`src/rtl/video_timing_pkg.sv`:
```
// Shared 720p60 raster constants so the timing generator, ray tracer and
// encoder all agree on frame geometry and pixel-coordinate width.
package video_timing_pkg;

    localparam int H_ACTIVE = 1280;
    localparam int H_FRONT  = 110;
    localparam int H_SYNC   = 40;
    localparam int H_BACK   = 220;
    localparam int V_ACTIVE = 720;
    localparam int V_FRONT  = 5;
    localparam int V_SYNC   = 5;
    localparam int V_BACK   = 20;

    localparam int H_TOTAL = H_ACTIVE + H_FRONT + H_SYNC + H_BACK;
    localparam int V_TOTAL = V_ACTIVE + V_FRONT + V_SYNC + V_BACK;

    localparam int CNT_W = 11;

    typedef logic [CNT_W-1:0] coord_t;

endpackage

```
`src/rtl/sync_window_decode.sv`:
```
// Inclusive window compare: flags when value lies within [LO, HI].
module sync_window_decode #(
    parameter int          W  = 11,
    parameter logic [W-1:0] LO = 1,
    parameter logic [W-1:0] HI = 1
) (
    input  logic [W-1:0] value,
    output logic         in_window
);

    assign in_window = (value >= LO) && (value <= HI);

endmodule

```
`src/rtl/video_timing_generator.sv`:
```
// Free-running raster counter with zero-latency sync/active decode; the
// syncs and active flag are combinationally forced inactive during reset.
module video_timing_generator #(
    parameter int   H_ACTIVE  = video_timing_pkg::H_ACTIVE,
    parameter int   H_FRONT   = video_timing_pkg::H_FRONT,
    parameter int   H_SYNC    = video_timing_pkg::H_SYNC,
    parameter int   H_BACK    = video_timing_pkg::H_BACK,
    parameter int   V_ACTIVE  = video_timing_pkg::V_ACTIVE,
    parameter int   V_FRONT   = video_timing_pkg::V_FRONT,
    parameter int   V_SYNC    = video_timing_pkg::V_SYNC,
    parameter int   V_BACK    = video_timing_pkg::V_BACK,
    parameter logic HSYNC_POL = 1'b1,
    parameter logic VSYNC_POL = 1'b1,
    parameter int   CNT_W     = video_timing_pkg::CNT_W
) (
    input  logic             clk,
    input  logic             reset,
    output logic [CNT_W-1:0] hcount,
    output logic [CNT_W-1:0] vcount,
    output logic             hsync,
    output logic             vsync,
    output logic             video_active
);

    localparam int H_TOTAL = H_ACTIVE + H_FRONT + H_SYNC + H_BACK;
    localparam int V_TOTAL = V_ACTIVE + V_FRONT + V_SYNC + V_BACK;

    localparam logic [CNT_W-1:0] H_LAST  = CNT_W'(H_TOTAL - 1);
    localparam logic [CNT_W-1:0] V_LAST  = CNT_W'(V_TOTAL - 1);
    localparam logic [CNT_W-1:0] H_VIS   = CNT_W'(H_ACTIVE);
    localparam logic [CNT_W-1:0] V_VIS   = CNT_W'(V_ACTIVE);
    localparam logic [CNT_W-1:0] HS_LO   = CNT_W'(H_ACTIVE + H_FRONT);
    localparam logic [CNT_W-1:0] HS_HI   = CNT_W'(H_ACTIVE + H_FRONT + H_SYNC - 1);
    localparam logic [CNT_W-1:0] VS_LO   = CNT_W'(V_ACTIVE + V_FRONT);
    localparam logic [CNT_W-1:0] VS_HI   = CNT_W'(V_ACTIVE + V_FRONT + V_SYNC - 1);

    logic [CNT_W-1:0] hcount_q, hcount_d;
    logic [CNT_W-1:0] vcount_q, vcount_d;
    logic             h_in_sync;
    logic             v_in_sync;

    always_comb begin
        hcount_d = hcount_q + 1'b1;
        vcount_d = vcount_q;
        if (reset) begin
            hcount_d = '0;
            vcount_d = '0;
        end else if (hcount_q == H_LAST) begin
            hcount_d = '0;
            vcount_d = (vcount_q == V_LAST) ? '0 : vcount_q + 1'b1;
        end
    end

    always_ff @(posedge clk) begin
        hcount_q <= hcount_d;
        vcount_q <= vcount_d;
    end

    sync_window_decode #(.W(CNT_W), .LO(HS_LO), .HI(HS_HI)) u_hsync_win (
        .value     (hcount_q),
        .in_window (h_in_sync)
    );

    sync_window_decode #(.W(CNT_W), .LO(VS_LO), .HI(VS_HI)) u_vsync_win (
        .value     (vcount_q),
        .in_window (v_in_sync)
    );

    // vsync decodes from vcount only, so it can only change where vcount does: at hcount wrap.
    assign hcount       = hcount_q;
    assign vcount       = vcount_q;
    assign hsync        = (h_in_sync && !reset) ? HSYNC_POL : ~HSYNC_POL;
    assign vsync        = (v_in_sync && !reset) ? VSYNC_POL : ~VSYNC_POL;
    assign video_active = (hcount_q < H_VIS) && (vcount_q < V_VIS) && !reset;

endmodule

```
`config.mk`:
```
export PLATFORM = sky130hd
export DESIGN_NAME = video_timing_generator
export DESIGN_NICKNAME = d
export VERILOG_FILES = /design/src/rtl/video_timing_pkg.sv /design/src/rtl/sync_window_decode.sv /design/src/rtl/video_timing_generator.sv
export SDC_FILE = /design/constraint.sdc
export NUM_CORES = 1
export LEC_CHECK = 0
export ABC_AREA = 1
export CAP_MARGIN = 20
export CORE_ASPECT_RATIO = 1.75
export CORE_MARGIN = 1
export CORE_UTILIZATION = 55
export CTS_CLUSTER_SIZE = 24
export DETAILED_ROUTE_END_ITERATION = 8
export PLACE_DENSITY_LB_ADDON = 0.1
export SLEW_MARGIN = 20
export SYNTH_ARGS = -nofsm -noshare
export SYNTH_HDL_FRONTEND = slang
export SYNTH_SLANG_ARGS = --single-unit
```
`constraint.sdc`:
```
create_clock -name clk -period 3.2 [get_ports clk]
set_clock_uncertainty 0.05 [all_clocks]
set_input_delay 0.8 -clock clk [delete_from_list [all_inputs] [get_ports clk]]
set_output_delay 0.8 -clock clk [all_outputs]
set_load 0.02 [all_outputs]
```
==> flow_summary.ini <==
[yosys]
netlist.area_leader.share_pct = 31.15
synth_cell_type_count = 26
avgSynthCellArea_um2 = 6.515
yosysMostFrequentCell = nand2_1
yosys_warnings = 0
synth_top_area_cell = dfxtp_1
syn-instance-count = 217
syn_nets = 224
synthArstFlopShare_pct = 0
synthFlopType = dfxtp_1
synth-seq-cells = 22
ys_top_cells_by_area = dfxtp_1 31%, nand2_1 12%, nor2_1 10%, inv_1 7.4%, nand3_1 5.7%
synthesis.area_um2 = 1414
synth_common_cells = 45 x nand2_1, 38 x nor2_1, 28 x inv_1, 22 x dfxtp_1, 16 x nand3_1
synth-edff-count = 0
yosysSeqAreaShare_pct = 31.15

[clock_tree]
cts.reportedPaths.clkPinSlew_ns = 0.08
cts_tree = built
postCtsHoldBufs = 0
cts_resized = 0
cts_buffer_depth = 2
cts_buffers = 3
clock-root-buffer = clkbuf_8
clkLatencyLatePin_ns = 0.27
htreeDepth = 1
post-cts-setup-buffer-count = 0
clock-sinks = 22

[final_layout]
antennaDiodeCount = 0
instances_no_fill = 271
nets = 253
drive_above_1_share_pct = 9.388
synthToLayoutAreaGrowth_pct = 23.19
n_fill_cell = 227

[worst_hold_path]
hp-class = reg -> reg

[run]
maxCapViolCount = 0

[floorplanning]
rows = 24
dieArea_um2 = 2785
io_pins = 27
die_y_um = 69.07
start_util_pct = 57.42
core_area_um2 = 2462
die-width_um = 40.33

[sta]
post-route-min-period_ns = 3.061
period_share_pct = 95.65
holdWs_ns = 0.4396
hold_viol = 0
worst_pin_slew_ns = 0.3654
tns_ns = 0
slew_headroom_pct = 75.55
setup_viol_count_final = 0
rsz0062_at_grt = no
fmax_mhz = 326.7
maxSlewViolCount = 0

[setup_path]
r2r_setup_slack_ns = 1.39
r2r_cells = 8
cpPeakStageDelay_ns = 0.61
r2r_end = vcount[5]
crit_chain = clkdlybuf4s50_1 -> inv_1 -> nand4_1 -> a21oi_1 -> clkdlybuf4s50_1
cp.required_ns = 2.35
critPathArrivalTime_ns = 2.21
end_kind = primary output
critPathSlowestCell = clkdlybuf4s50_1
worst-setup-path-type = in -> out
path_max_fanout = 3
cp-endpoint = video_active
crit_top_cell = clkdlybuf4s50_1
crit_start = reset
critPathLaunchType = input pin
rr_startpoint = hcount[0]

[global_routing]
grt_max_degree = 14
grt.total_usage_pct = 24.96
grt_pass1_vias = 1241
antenna_found_initial = 0
grt.overflow.total = 0
grt_pass1_wl_mm = 5.085

[detailed_routing]
wl_per_cell_um = 11.76
vias_per_cell = 5.373
ant_nets = 0
num_vias = 1456
drt_iter0_markers = 56
drt-pass1-iter-count = 4
wirelength_mm = 3.187
drc = 0

[power_and_ir_drop]
ir_drop_uv = 330.9
p_per_area_nw_per_um2 = 300.7
power.leakage_nw = 0.6841
power_mw = 0.5238

[placement]
place.detailed.hpwl_mm = 2.453
placed_cells = 267
io_buffers = 26
place_congestion = 0.8044

[status]
status = complete, no violations
[layout make-up]
type	count	area (um^2)	share of cell area [%]
well taps	26	32.53	1.868
repair buffers	27	270.3	15.52
inverters	32	120.1	6.897
multi-input cells	160	823.3	47.27
flip-flops and latches	22	440.4	25.29
clock buffers	4	55.05	3.161
[where the power goes]
part	internal (mW)	total (mW)	switching (mW)
logic	0.0156	0.0379	0.0222
registers	0.277	0.282	0.00543
clock network	0.110	0.204	0.0939
[per-stage QoR]
step           util [%]  setup WS (ns)  area (um^2)
5_1_grt           70.73        0.04874         1742
2_1_floorplan         -         0.9796         1414
4_1_cts           70.63        0.04780         1739
3_5_place_dp      68.39        0.05445         1684
3_3_place_gp      68.39        0.06533         1684
6_report          70.73         0.1393         1742
[worst min path at each step]
stage,startpoint,endpoint,cells after the start
after floorplan,hcount[0],hcount[0],1
after global placement,vcount[7],vcount[7],2
after detailed placement,vcount[7],vcount[7],2
after CTS,vcount[7],vcount[7],2
after global routing,vcount[7],vcount[7],2
final,vcount[7],vcount[7],2
[state kept, by name, summed over array words and instances (netlist names)]
name / count
hcount: 11
vcount: 11
[cells by family after synthesis]
group	Yosys count	share of synthesized area (%)
simple gates	126	42.12
buf+inv	35	10.62
compound gates	26	9.823
flops	22	31.15
fa+ha+maj	5	4.425
xor+xnor	3	1.859
[cell usage in the layout (no fill, tap or decap)]
master,count
nand2_2,5
nor4_1,1
dlymetal6s2s_1,1
ha_1,5
nor3_1,3
nand4_1,7
clkbuf_8,4
o21ai_0,9
clkdlybuf4s50_1,25
inv_2,4
xor2_1,3
dfxtp_1,22
nor2_1,38
o21bai_1,2
buf_4,1
nand3_2,2
o31ai_1,1
a21oi_1,11
nor2_4,2
nor3b_1,2
inv_1,28
nor2_2,2
nand2_1,45
nand3_1,16
o22ai_1,1
o21ai_1,2
nand3_4,1
nor3_2,2
[critical path: cells and delay by family]
kind | cells | cell delay [ns]
compound gates | 1 | 0.12
buf+inv | 3 | 1.20
simple gates | 1 | 0.10
[metal layers]
metal / global-route usage (%) / wire, um / up-vias
met5: 0 / 0 / -
met3: 2.251 / 68 / 5
met4: 11.85 / 63 / 0
li1: - / - / 754
met1: 26.29 / 1263 / 672
met2: 44.27 / 1791 / 25
(Power assumes the default switching activity.)
